File: config.mk
export PLATFORM = sky130hd
export DESIGN_NAME = microwave
export DESIGN_NICKNAME = d
export VERILOG_FILES = /design/src/rtl/microwave_pkg.sv /design/src/rtl/bcd_to_7seg.sv /design/src/rtl/microwave.sv
export SDC_FILE = /design/constraint.sdc
export NUM_CORES = 1
export LEC_CHECK = 0
export ABC_AREA = 1
export CORE_ASPECT_RATIO = 2
export CORE_MARGIN = 10
export CORE_UTILIZATION = 60
export CTS_CLUSTER_DIAMETER = 30
export CTS_CLUSTER_SIZE = 40
export DETAILED_ROUTE_END_ITERATION = 6
export PLACE_DENSITY = 0.84
export SYNTH_ARGS = -nofsm -noshare
export SYNTH_HDL_FRONTEND = slang
export SYNTH_SLANG_ARGS = --single-unit
File: constraint.sdc
create_clock -name clk -period 6.8 [get_ports clk]
set_input_delay 1.7 -clock clk [delete_from_list [all_inputs] [get_ports clk]]
set_output_delay 1.7 -clock clk [all_outputs]
set_load 0.02 [all_outputs]
File: src/rtl/microwave_pkg.sv
// Shared types and constants for the microwave oven controller.
package microwave_pkg;

  typedef enum logic {
    IDLE = 1'b0,
    COOK = 1'b1
  } state_t;

  // Display digits: index 0 = seconds ones, 1 = seconds tens, 2 = minutes.
  localparam int NUM_DIGITS = 3;

  // 7-segment patterns, bit order {g,f,e,d,c,b,a}, active-high.
  localparam logic [6:0] SEG_0 = 7'h3F;
  localparam logic [6:0] SEG_1 = 7'h06;
  localparam logic [6:0] SEG_2 = 7'h5B;
  localparam logic [6:0] SEG_3 = 7'h4F;
  localparam logic [6:0] SEG_4 = 7'h66;
  localparam logic [6:0] SEG_5 = 7'h6D;
  localparam logic [6:0] SEG_6 = 7'h7D;
  localparam logic [6:0] SEG_7 = 7'h07;
  localparam logic [6:0] SEG_8 = 7'h7F;
  localparam logic [6:0] SEG_9 = 7'h6F;
  localparam logic [6:0] SEG_BLANK = 7'h00;

endpackage

File: src/rtl/bcd_to_7seg.sv
// BCD digit to 7-segment decoder; codes 10..15 blank the digit.
module bcd_to_7seg
  import microwave_pkg::*;
(
  input  logic [3:0] digit,
  output logic [6:0] segs
);

  // Pure lookup from digit value to segment pattern.
  always_comb begin
    segs = SEG_BLANK;
    case (digit)
      4'd0: segs = SEG_0;
      4'd1: segs = SEG_1;
      4'd2: segs = SEG_2;
      4'd3: segs = SEG_3;
      4'd4: segs = SEG_4;
      4'd5: segs = SEG_5;
      4'd6: segs = SEG_6;
      4'd7: segs = SEG_7;
      4'd8: segs = SEG_8;
      4'd9: segs = SEG_9;
      default: segs = SEG_BLANK;
    endcase
  end

endmodule

File: src/rtl/microwave.sv
// Microwave controller: keypad M:SS entry, start/stop/clear, door interlock,
// 1 s BCD countdown driving the magnetron enable and three 7-segment digits.
module microwave
  import microwave_pkg::*;
#(
  parameter int CLK_HZ = 50
) (
  input  logic       clk,
  input  logic       rst,
  input  logic [9:0] keypad,
  input  logic       startn,
  input  logic       stopn,
  input  logic       clearn,
  input  logic       door_closed,
  output logic       mag,
  output logic [6:0] sec_ones_segs,
  output logic [6:0] sec_tens_segs,
  output logic [6:0] min_segs
);

  localparam int DIV_W = (CLK_HZ > 1) ? $clog2(CLK_HZ) : 1;
  localparam logic [DIV_W-1:0] DIV_LAST = DIV_W'(CLK_HZ - 1);

  state_t                          state_q, state_d;
  logic [DIV_W-1:0]                div_q;
  logic [9:0]                      key_q;
  logic [NUM_DIGITS-1:0][3:0]      dig_q;
  logic [NUM_DIGITS-1:0][3:0]      dig_dec;
  logic [NUM_DIGITS-1:0][6:0]      segs;
  logic [3:0]                      key_digit;
  logic                            press;
  logic                            time_zero;
  logic                            last_sec;
  logic                            start_ok;
  logic                            pause;
  logic                            tick;

  // Key press = all-zero to non-zero transition; highest set bit wins.
  always_comb begin
    key_digit = 4'd0;
    for (int i = 0; i < 10; i++)
      if (keypad[i]) key_digit = 4'(i);
    press = (key_q == 10'd0) && (keypad != 10'd0);
  end

  // Control qualifiers shared by FSM, counter and divider.
  always_comb begin
    time_zero = (dig_q == '0);
    last_sec  = (dig_q[2] == 4'd0) && (dig_q[1] == 4'd0) && (dig_q[0] == 4'd1);
    start_ok  = !startn && stopn && clearn && door_closed && !time_zero;
    pause     = !stopn || !door_closed;
    tick      = (state_q == COOK) && (div_q == DIV_LAST);
  end

  // One-second BCD decrement; tens above 5 are simply counted down as entered.
  always_comb begin
    dig_dec = dig_q;
    if (dig_q[0] != 4'd0) begin
      dig_dec[0] = dig_q[0] - 4'd1;
    end else begin
      dig_dec[0] = 4'd9;
      if (dig_q[1] != 4'd0) begin
        dig_dec[1] = dig_q[1] - 4'd1;
      end else begin
        dig_dec[1] = 4'd5;
        dig_dec[2] = dig_q[2] - 4'd1;
      end
    end
  end

  // Next state: clear dominates; a pause in the tick cycle suppresses that tick.
  always_comb begin
    state_d = state_q;
    if (!clearn) begin
      state_d = IDLE;
    end else begin
      case (state_q)
        IDLE:    if (start_ok) state_d = COOK;
        COOK:    if (pause || (tick && last_sec)) state_d = IDLE;
        default: state_d = IDLE;
      endcase
    end
  end

  // State register and registered magnetron enable.
  always_ff @(posedge clk) begin
    if (rst) begin
      state_q <= IDLE;
      mag     <= 1'b0;
    end else begin
      state_q <= state_d;
      mag     <= (state_d == COOK);
    end
  end

  // Divider runs only while cooking continues; any other cycle restarts it.
  always_ff @(posedge clk) begin
    if (rst)                                        div_q <= '0;
    else if (state_q != COOK || state_d != COOK)    div_q <= '0;
    else if (tick)                                  div_q <= '0;
    else                                            div_q <= div_q + DIV_W'(1);
  end

  // Key history for edge detection.
  always_ff @(posedge clk) begin
    if (rst) key_q <= '0;
    else     key_q <= keypad;
  end

  // Digit registers: clear, shift-in entry while idle, countdown while cooking.
  always_ff @(posedge clk) begin
    if (rst || !clearn)
      dig_q <= '0;
    else if (state_q == IDLE && press)
      dig_q <= {dig_q[1], dig_q[0], key_digit};
    else if (state_q == COOK && !pause && tick)
      dig_q <= dig_dec;
  end

  for (genvar g = 0; g < NUM_DIGITS; g++) begin : g_dec
    bcd_to_7seg u_dec (
      .digit (dig_q[g]),
      .segs  (segs[g])
    );
  end

  assign sec_ones_segs = segs[0];
  assign sec_tens_segs = segs[1];
  assign min_segs      = segs[2];

endmodule

[Word level (Yosys, flattened, before mapping)]
Memory sizes are Yosys's and may differ from the RTL's. A register that Yosys moved wholly into a read port is not among the register bits.
Cells that the tools add are included.
Widths: inputs -> output; s select.
Storage, ports and cells
  ROM bits: 336
  bits of input ports: 16
  word-level logic and storage cells: 77
  output and inout port bits: 22
  memories: 3
  register bits: 29
Memories
  (name not given): words 16, width 7, read ports 1, clocked after memory_dff 1, wr ports 0, line bcd_to_7seg.sv:12  | case (digit)
  (name not given): words 16, width 7, read ports 1, clocked after memory_dff 1, wr ports 0, line bcd_to_7seg.sv:12
  (name not given): words 16, width 7, read ports 1, clocked after memory_dff 1, wr ports 0, line bcd_to_7seg.sv:12
Operators by class
  bitwise logic cells: 2
  reductions and logical operators: 33
  $add $sub $neg: 4
  muxes and demuxes: 25
  equal/unequal tests: 4
Operator list (number)
  $mux 4: 14
  $mux 12: 2
  $logic_and 1x1->1: 12
  $logic_not 12->1: 1
  $sub 4x1->4 const B: 3
  $logic_not 10->1: 1
  $reduce_bool 10->1: 1
  $logic_not 4->1: 2
  $mux 8: 1
  $reduce_bool 4->1: 2
  $add 6x1->6 const B: 1
  $eq 6x6->1 const B: 1
  $logic_not 1->1: 6
  $eq 4x1->1 const B: 1
  $logic_or 1x1->1: 4
  $mux 1: 4
  $mux 2: 2
  $ne 2x1->1 const B: 2
  $mux 3: 1
  $reduce_and 3->1: 1
  $reduce_or 3->1: 1
  $not 1->1: 2
  $pmux 1 s2: 1
  $reduce_and 2->1: 1
  $reduce_bool 2->1: 1

[Longest topological paths before layout]
Gate-level depths: netlist (run 1).
  word-level depth: 12
  mapped depth: 19
  depth with buffers taken out: 18

[Modules after synthesis]
A second synthesis (run 1) with hierarchy kept.
Unflattened totals
  cell total of the unflattened synthesis: 367
  area total of the unflattened synthesis: 2326.0 um^2
By module, submodules not included
  microwave: area an instance 1695.4 um^2, times used 1, cells each 250
  bcd_to_7seg: area an instance 210.2 um^2, times used 3, cells each 39

[Worst setup path after synthesis (run 1)]
No wires, ideal clock.
  path kind: in2reg
  from: in keypad[7]
  to: reg g_dec[0].u_dec.segs[1] (netlist name)
  stages: 14
  arrival: 3.302 ns
  setup time: 0.116 ns
  slack: 3.381 ns
  required time: 6.684 ns
  cells stage by stage: nor2_1 nand2_1 nor2_4 inv_2 nand2_4 buf_6 o21ai_0 nand2_1 nand2_1 nand2_1 inv_1 ha_1 o21ai_0 nand2_1
Between the ends
  word-level cells in the longest chain between the ends: 6
RTL lines
  from (decl): line microwave.sv:10  | input logic [9:0] keypad,
  $reduce_bool 10->1 / $mux 4 (equally long branches): line microwave.sv:43, microwave.sv:42
  $logic_and 1x1->1 / $mux 4 (equally long branches): line microwave.sv:43, microwave.sv:42
  $logic_and 1x1->1 / $mux 4 (equally long branches): line microwave.sv:114, microwave.sv:42
  $mux 12 / $reduce_bool 2->1 (equally long branches)
  $mux 4 (no line) * (2 in series)
Mark *: on every way between the ends. The rest lies on a longest branch, timed or not.
A chain may end at the register's enable or synchronous reset.

[Worst setup path in the final report (run 1)]
  from: in rst
  to: reg g_dec[2].u_dec.segs[1] (netlist name)
Between the ends
  word-level cells in the longest chain between the ends: 2
RTL lines
  from (decl): line microwave.sv:9  | input logic rst,
  $logic_or 1x1->1: line microwave.sv:112  | if (rst || !clearn)
  $mux 4 (no line)
Every way passes these cells.

==> impl_metrics.csv, run 1 <==
group,metric,value,unit
routing,wire_per_inst,12.1,um
final_layout,nets_final,472,
sta,period_minus_slack,4090,ps
grt,grt_util_all_layers,15.1,%
pwr,report.power.total,0.564,mW
placed_design,placement.cell_area,3370,sq um
logic_synthesis,post_synth_main_area_contributors,"sky130_fd_sc_hd__dfxtp_1, sky130_fd_sc_hd__nand2_1, sky130_fd_sc_hd__ha_1, sky130_fd_sc_hd__inv_1, sky130_fd_sc_hd__nand3_4",
clock_network,postCtsResizedCells,0,
setup_path,critPathMaxStageDelay,640,ps
setup_path,critical_path.n_buffers_inverters,5,
clock_network,cts_tree,"done",
setup_path,crit-reg2reg-launch,"dig_q[4]$_SDFFE_PP0N_",
die,die_w,69.7,um
final_layout,diodes,0,
logic_synthesis,synth_async_sr_flop_share,0,%
routing,drt-vias-per-instance,4.99,
logic_synthesis,post_synth.cell_area_avg,7.53,sq um
pwr,vdd_ir_drop_max,0.158,mV
die,floorplan.die.height,119,um
logic_synthesis,syn_area,2970,sq um
clock_network,clockBufferDepth,2,
clock_network,cts_root_buffer,"sky130_fd_sc_hd__clkbuf_8",
setup_path,timing.critical_path.from,"rst",
final_layout,stdcell_area,3460,sq um
logic_synthesis,synthFlopType,"sky130_fd_sc_hd__dfxtp_1",
min_path,startpoint_of_the_tightest_hold_check_path,"div_q[0]$_SDFF_PP0_",
clock_network,tritoncts.num_buffers,5,
min_path,min_path_type,"reg -> reg",
clock_network,h-tree-depth,2,
routing,via_count,2452,
pwr,pwr-share-clk,31.3,%
grt,grt_pass1_wl,10500,um
setup_path,setup.worst_path.class,"in -> reg",
outcome,run_status,"completed",
final_layout,syn_to_final_growth,16.8,%
pwr,power.internal,0.418,mW
setup_path,crit_path_start_kind,"input port",
logic_synthesis,synthesis.yosys.warnings,0,
logic_synthesis,synth_nets,433,
sta,timing_max_transition_violations_final,0,
grt,grt_pass1_vias,2536,
logic_synthesis,yosys.cell_types.count,35,
sta,setup_repair_after_global_routing_missed_its_margin,"false",
setup_path,crit_required,7010,ps
sta,finClkSkew,6.96,ps
placed_design,finalWeightedCongestion,0.856,
sta,max_transition_margin,41.2,%
sta,setup-violations-final,0,
run,cap_violations,0,
setup_path,critical_path.max_fanout,23,
sta,report.final.hold_viol_count,0,
pwr,power-per-cell-area,163,nW/um^2
die,die-area,8330,sq um
clock_network,postcts_setup_bufs,0,
clock_network,clock_latency,310,ps
setup_path,arrival_time_at_the_worst_endpoint,4300,ps
logic_synthesis,post_synth_inst_count,394,
die,io-pin-count,38,
grt,globalRouteOverflowTotal,0,
pwr,total_leakage_power,1.70,nW
clock_network,cts_hold_buf,0,
pwr,share_comb_of_total_power,14.4,%
setup_path,critical_path.slowest_cell,"sky130_fd_sc_hd__inv_1",
routing,first_iteration_detailed_routing_drc_count,98,
final_layout,final_layout_size_suffix_gt1_share,12.9,%
pwr,p_seq_share,54.3,%
pwr,p_sw,0.146,mW
setup_path,timing.critical_path.max_delay_family,"buffers and inverters",
sta,maxClockFrequency,244,MHz
pwr,switching_share,25.9,%
placed_design,inst_count_dp,483,
sta,tightest_slew,881,ps
final_layout,final_cell_count_no_fill,491,
routing,postRouteAntennaNets,0,
setup_path,sort_of_element_at_the_end_of_the_critical_path,"flop",
routing,drt_wl_total,5920,um
die,area_inside_the_core_boundary,4820,sq um
logic_synthesis,synth-seq-area-share,33.7,%
routing,detailedRoute.firstPassIterationCount,4,
setup_path,cp_cell_sequence,"clkdlybuf4s50_1 > inv_1 > nand2_1 > inv_1 > nand2_1 > nor2_2 > inv_1 > ha_1 > inv_1 > nand4_1 > nand2_1 > nand2_1",
logic_synthesis,synth_top_area_cell,"sky130_fd_sc_hd__dfxtp_1",
logic_synthesis,yosysTopAreaCellShare,33.7,%
routing,detail_route.drc_violations,0,
final_layout,utilization,71.9,%
logic_synthesis,ys_seq_elements,50,
clock_network,clock_sink_count,50,
logic_synthesis,count_of_flip_flops_with_a_built_in_enable_after_synthesis,0,
die,initial_core_utilization,61.6,%
final_layout,final.fill_count,391,
sta,setup_tns,0,ps
placed_design,portBuffers,37,
clock_network,clkSlewWorstSetupHoldPaths,80,ps
grt,grt_max_degree,24,
placed_design,dpl.hpwl,4870,um
die,placement_rows,36,
grt,grt_antenna_before_repair,0,
sta,fin_crit_sh,60.2,%
per-stage QoR:
stage	hold slack [ps]	setup WS, ps
finish	468	2710
global route	496	2460
CTS	476	2730
detailed placement	457	2420
global placement	449	2490
floorplan	433	3380
final timing paths:
check / endpoint / depth (start not counted) / slack (ps)
hold reg to reg: div_q[0]$_SDFF_PP0_ / 1 / 470
hold / removal: div_q[0]$_SDFF_PP0_ / 1 / 470
setup / recovery: g_dec[2].u_dec.segs[1]$_DFF_P_ / 12 / 2710
setup reg to reg: g_dec[2].u_dec.segs[1]$_DFF_P_ / 14 / 4270
sequential cells by signal, summed over array words and instances, names as in the netlist:
signal	flops
g_dec.u_dec.segs	21
dig_q	12
key_q	10
state_q	1
div_q	6
synthesized netlist by cell type, types with 3 or more instances:
cell,number
sky130_fd_sc_hd__nand2_1,109
sky130_fd_sc_hd__inv_1,63
sky130_fd_sc_hd__dfxtp_1,50
sky130_fd_sc_hd__nor2_1,36
sky130_fd_sc_hd__ha_1,23
sky130_fd_sc_hd__nand3_1,16
sky130_fd_sc_hd__nand4_1,10
sky130_fd_sc_hd__nand3_4,9
sky130_fd_sc_hd__nand2_2,8
sky130_fd_sc_hd__o21ai_0,8
sky130_fd_sc_hd__a21oi_1,6
sky130_fd_sc_hd__inv_2,5
sky130_fd_sc_hd__nand2_4,5
sky130_fd_sc_hd__nand3_2,5
sky130_fd_sc_hd__nor2_4,5
sky130_fd_sc_hd__nor2_2,4
sky130_fd_sc_hd__xor2_1,4
sky130_fd_sc_hd__nor3_1,3
sky130_fd_sc_hd__o21ai_1,3
layout by cell type (no fill, tap or decap), drive strengths merged, types with 2 or more instances in the layout:
cell type	n
a21oi	7
clkbuf	7
clkdlybuf4s50	37
dfxtp	50
ha	23
inv	69
nand2	122
nand3	30
nand4	11
nor2	46
nor3	3
nor3b	2
o211ai	2
o21ai	14
xnor2	2
xor2	4
cell families after synthesis:
| family | share of synthesized area, % |
|---|---|
| flops | 33.7 |
| xor+xnor | 1.77 |
| simple gates | 39.4 |
| buf+inv | 10.0 |
| fa+ha+maj | 9.70 |
| compound gates | 5.36 |
cell type report:
cell class | instances | area [sq um] | area share, %
Multi-Input combinational cell | 270 | 1670 | 48.2
Inverter | 69 | 262 | 7.55
Clock inverter | 1 | 5.00 | 0.144
Timing Repair Buffer | 37 | 370 | 10.7
Clock buffer | 7 | 86.3 | 2.49
Tap cell | 57 | 71.3 | 2.06
Sequential cell | 50 | 1000 | 28.9
per-layer routing:
metal	GRT usage [%]	vias up	share of wire, %
met2	30.2	45	58
met1	12.5	1096	35
li1	-	1294	-
met3	3.99	17	3.6
met5	0	-	0
met4	8.68	0	3.8
power by group through the flow:
| stage | Combinational, mW | Clock [mW] | Sequential [mW] |
|---|---|---|---|
| finish | 0.0815 | 0.176 | 0.306 |
| detailed placement | 0.0820 | 0 | 0.313 |
| global route | 0.0909 | 0.191 | 0.307 |
| CTS | 0.0823 | 0.181 | 0.306 |
| floorplan | 0.0458 | 0 | 0.320 |
| global placement | 0.0801 | 0 | 0.313 |
Power figures use the tool's default switching activity.
==> run 2: changes to the inputs <==
CORE_UTILIZATION = 55   (was 60)
PLACE_DENSITY = 0.77   (was 0.84)
clock period = 3.8 ns   (was 6.8 ns; I/O delays follow)
==> run 2 against run 1 <==
Net effect: clock skew grew 3.3 ps; worst hold slack gained 7.8 ps; largest cell class unchanged; sequential power grew 79%; flip-flop and latch count is the same; die area grew 7.0%; via count is essentially flat; global-route usage shrank 0.95 points; critical path type unchanged; clock-buffer cell count shrank 2; largest power group unchanged; non-clock buffer count grew 1; critical endpoint is now g_dec[2].u_dec.segs[3]$_DFF_P_.
==> impl_metrics.csv, run 2 (same netlist as run 1, synthesis figures left out) <==
group,metric,value,unit
min_path,startpoint_of_the_tightest_hold_check_path,"div_q[0]$_SDFF_PP0_",
die,io-pin-count,38,
die,die-area,8910,sq um
sta,setup_repair_after_global_routing_missed_its_margin,"false",
grt,grt_antenna_before_repair,0,
setup_path,sort_of_element_at_the_end_of_the_critical_path,"flop",
min_path,holdPathStages,1,
setup_path,cpMostUsedCell,"sky130_fd_sc_hd__nand2_1",
final_layout,nets_final,473,
final_layout,regArea,1000,sq um
run,cap_violations,0,
clock_network,clock_latency,310,ps
placed_design,finalWeightedCongestion,0.876,
setup_path,critical_path.n_buffers_inverters,4,
pwr,vdd_ir_drop_max,0.327,mV
routing,postRouteAntennaNets,0,
die,floorplan.die.height,124,um
clock_network,postCtsResizedCells,0,
sta,maxClockFrequency,317,MHz
routing,wire_per_inst,11.8,um
sta,setup-violations-final,0,
setup_path,critical_path.max_fanout,15,
routing,detail_route.drc_violations,0,
setup_path,crit_required,4050,ps
grt,grt_max_degree,16,
clock_network,cts_root_buffer,"sky130_fd_sc_hd__clkbuf_8",
grt,grt_util_all_layers,14.1,%
pwr,total_leakage_power,1.71,nW
sta,fin_crit_sh,83.0,%
die,area_inside_the_core_boundary,5180,sq um
setup_path,timing.critical_path.max_delay_family,"simple AND/OR/NAND/NOR gates",
routing,drt_wl_total,5830,um
final_layout,diodes,0,
final_layout,final.fill_count,473,
die,die_w,71.9,um
clock_network,clock_sink_count,50,
setup_path,arrival_time_at_the_worst_endpoint,3400,ps
die,placement_rows,37,
clock_network,tritoncts.num_buffers,5,
clock_network,clkSlewWorstSetupHoldPaths,90,ps
min_path,hold_end,"div_q[0]$_SDFF_PP0_",
setup_path,r2r_slack,1230,ps
setup_path,crit_cells,17,
grt,globalRouteOverflowTotal,0,
setup_path,worst_case_reg_to_reg_path_depth,15,
routing,detailedRoute.firstPassIterationCount,4,
setup_path,crit_path_start_kind,"input port",
final_layout,multi_input_area,1670,sq um
sta,finClkSkew,10.2,ps
sta,report.final.hold_viol_count,0,
clock_network,clockBufferDepth,2,
clock_network,cts_hold_buf,0,
final_layout,final_layout_size_suffix_gt1_share,13.3,%
sta,timing_max_transition_violations_final,0,
sta,setup_tns,0,ps
clock_network,h-tree-depth,2,
routing,via_count,2453,
setup_path,cp_cell_sequence,"clkdlybuf4s50_1 > nor2_4 > nand3_2 > nor2_4 > inv_2 > nand2_4 > o21ai_2 > nand2_1 > nand2_1 > nor2_2 > inv_1 > ha_1 > inv_1 > nand4_1 > nand2_1 > nand2_1 > nand2_1",
placed_design,portBuffers,37,
clock_network,postcts_setup_bufs,0,
clock_network,cts_tree,"done",
setup_path,critical_path.slowest_cell,"sky130_fd_sc_hd__clkdlybuf4s50_1",
final_layout,most_frequent_standard_cell_in_the_layout_excluding_fill_and_tap_cells,"sky130_fd_sc_hd__nand2_1",
final_layout,max_reg_flops,21,
routing,first_iteration_detailed_routing_drc_count,87,
min_path,min_path_type,"reg -> reg",
final_layout,syn_to_final_growth,17.7,%
outcome,run_status,"completed",
routing,drt-vias-per-instance,4.98,
pwr,power-per-cell-area,305,nW/um^2
grt,grt_pass1_vias,2500,
placed_design,dpl.hpwl,4800,um
sta,max_transition_margin,70.7,%
setup_path,critPathMaxStageDelay,480,ps
grt,grt_pass1_wl,10400,um
die,initial_core_utilization,57.2,%
sta,period_minus_slack,3150,ps
final_layout,top_library_cells_by_usage_in_the_layout_fill_and_taps_aside,"sky130_fd_sc_hd__nand2_1, sky130_fd_sc_hd__inv_1, sky130_fd_sc_hd__dfxtp_1",
setup_path,crit-reg2reg-capture,"g_dec[2].u_dec.segs[3]$_DFF_P_",
sta,fin_worst_hold_slack,476,ps
setup_path,crit-reg2reg-launch,"dig_q[4]$_SDFFE_PP0N_",
setup_path,setup.worst_path.class,"in -> reg",
sta,tightest_slew,438,ps
## run 2: cell count changes in the layout (fill, tap and decap cells not counted)
cell | before | now
sky130_fd_sc_hd__buf_4 | 0 | 1
sky130_fd_sc_hd__clkinv_2 | 1 | 2
sky130_fd_sc_hd__bufinv_16 | 0 | 1
sky130_fd_sc_hd__clkbuf_1 | 1 | 0
sky130_fd_sc_hd__clkbuf_8 | 6 | 5
## run 2: report_power, final
group / total (mW) / internal, mW / switching [mW]
registers: 0.547 / 0.541 / 0.00609
logic: 0.147 / 0.0603 / 0.0863
clock network: 0.371 / 0.194 / 0.177
## run 2: how the worst max path moves through the flow
stage | from | end | slack [ps]
after CTS | keypad[9] | g_dec[2].u_dec.segs[3]$_DFF_P_ | 650
after global routing | keypad[3] | g_dec[2].u_dec.segs[3]$_DFF_P_ | 370
final | keypad[9] | g_dec[2].u_dec.segs[3]$_DFF_P_ | 650
after detailed placement | keypad[9] | g_dec[2].u_dec.segs[1]$_DFF_P_ | 330
after global placement | keypad[9] | g_dec[2].u_dec.segs[1]$_DFF_P_ | 430
after floorplan | keypad[7] | g_dec[0].u_dec.segs[1]$_DFF_P_ | 1130
## run 2: cell type report
| type | count | share of cell area (%) |
|---|---|---|
| clock buffer | 5 | 1.97 |
| sequential | 50 | 28.7 |
| timing repair buffer | 38 | 10.8 |
| multi-input combinational | 270 | 47.8 |
| clock inverter | 3 | 1.15 |
| tap | 58 | 2.08 |
| inverter | 69 | 7.49 |
## run 2: stage by stage
stage	utilization, %	total power [mW]	area, sq um	setup slack [ps]	std cells
after floorplan	-	0.654	2970	1130	394
after global placement	65.2	0.705	3380	426	485
after detailed placement	65.2	0.708	3380	326	485
after CTS	67.3	1.08	3490	651	493
after global routing	67.3	1.11	3490	371	493
final	67.3	1.07	3490	646	493
## run 2: metal layers
| layer | global-route usage, % | part of all wire, % |
|---|---|---|
| met1 | 12.4 | 35 |
| met2 | 27.7 | 57 |
| met3 | 3.03 | 3.5 |
| met4 | 8.64 | 4.2 |
| met5 | 0 | 0 |
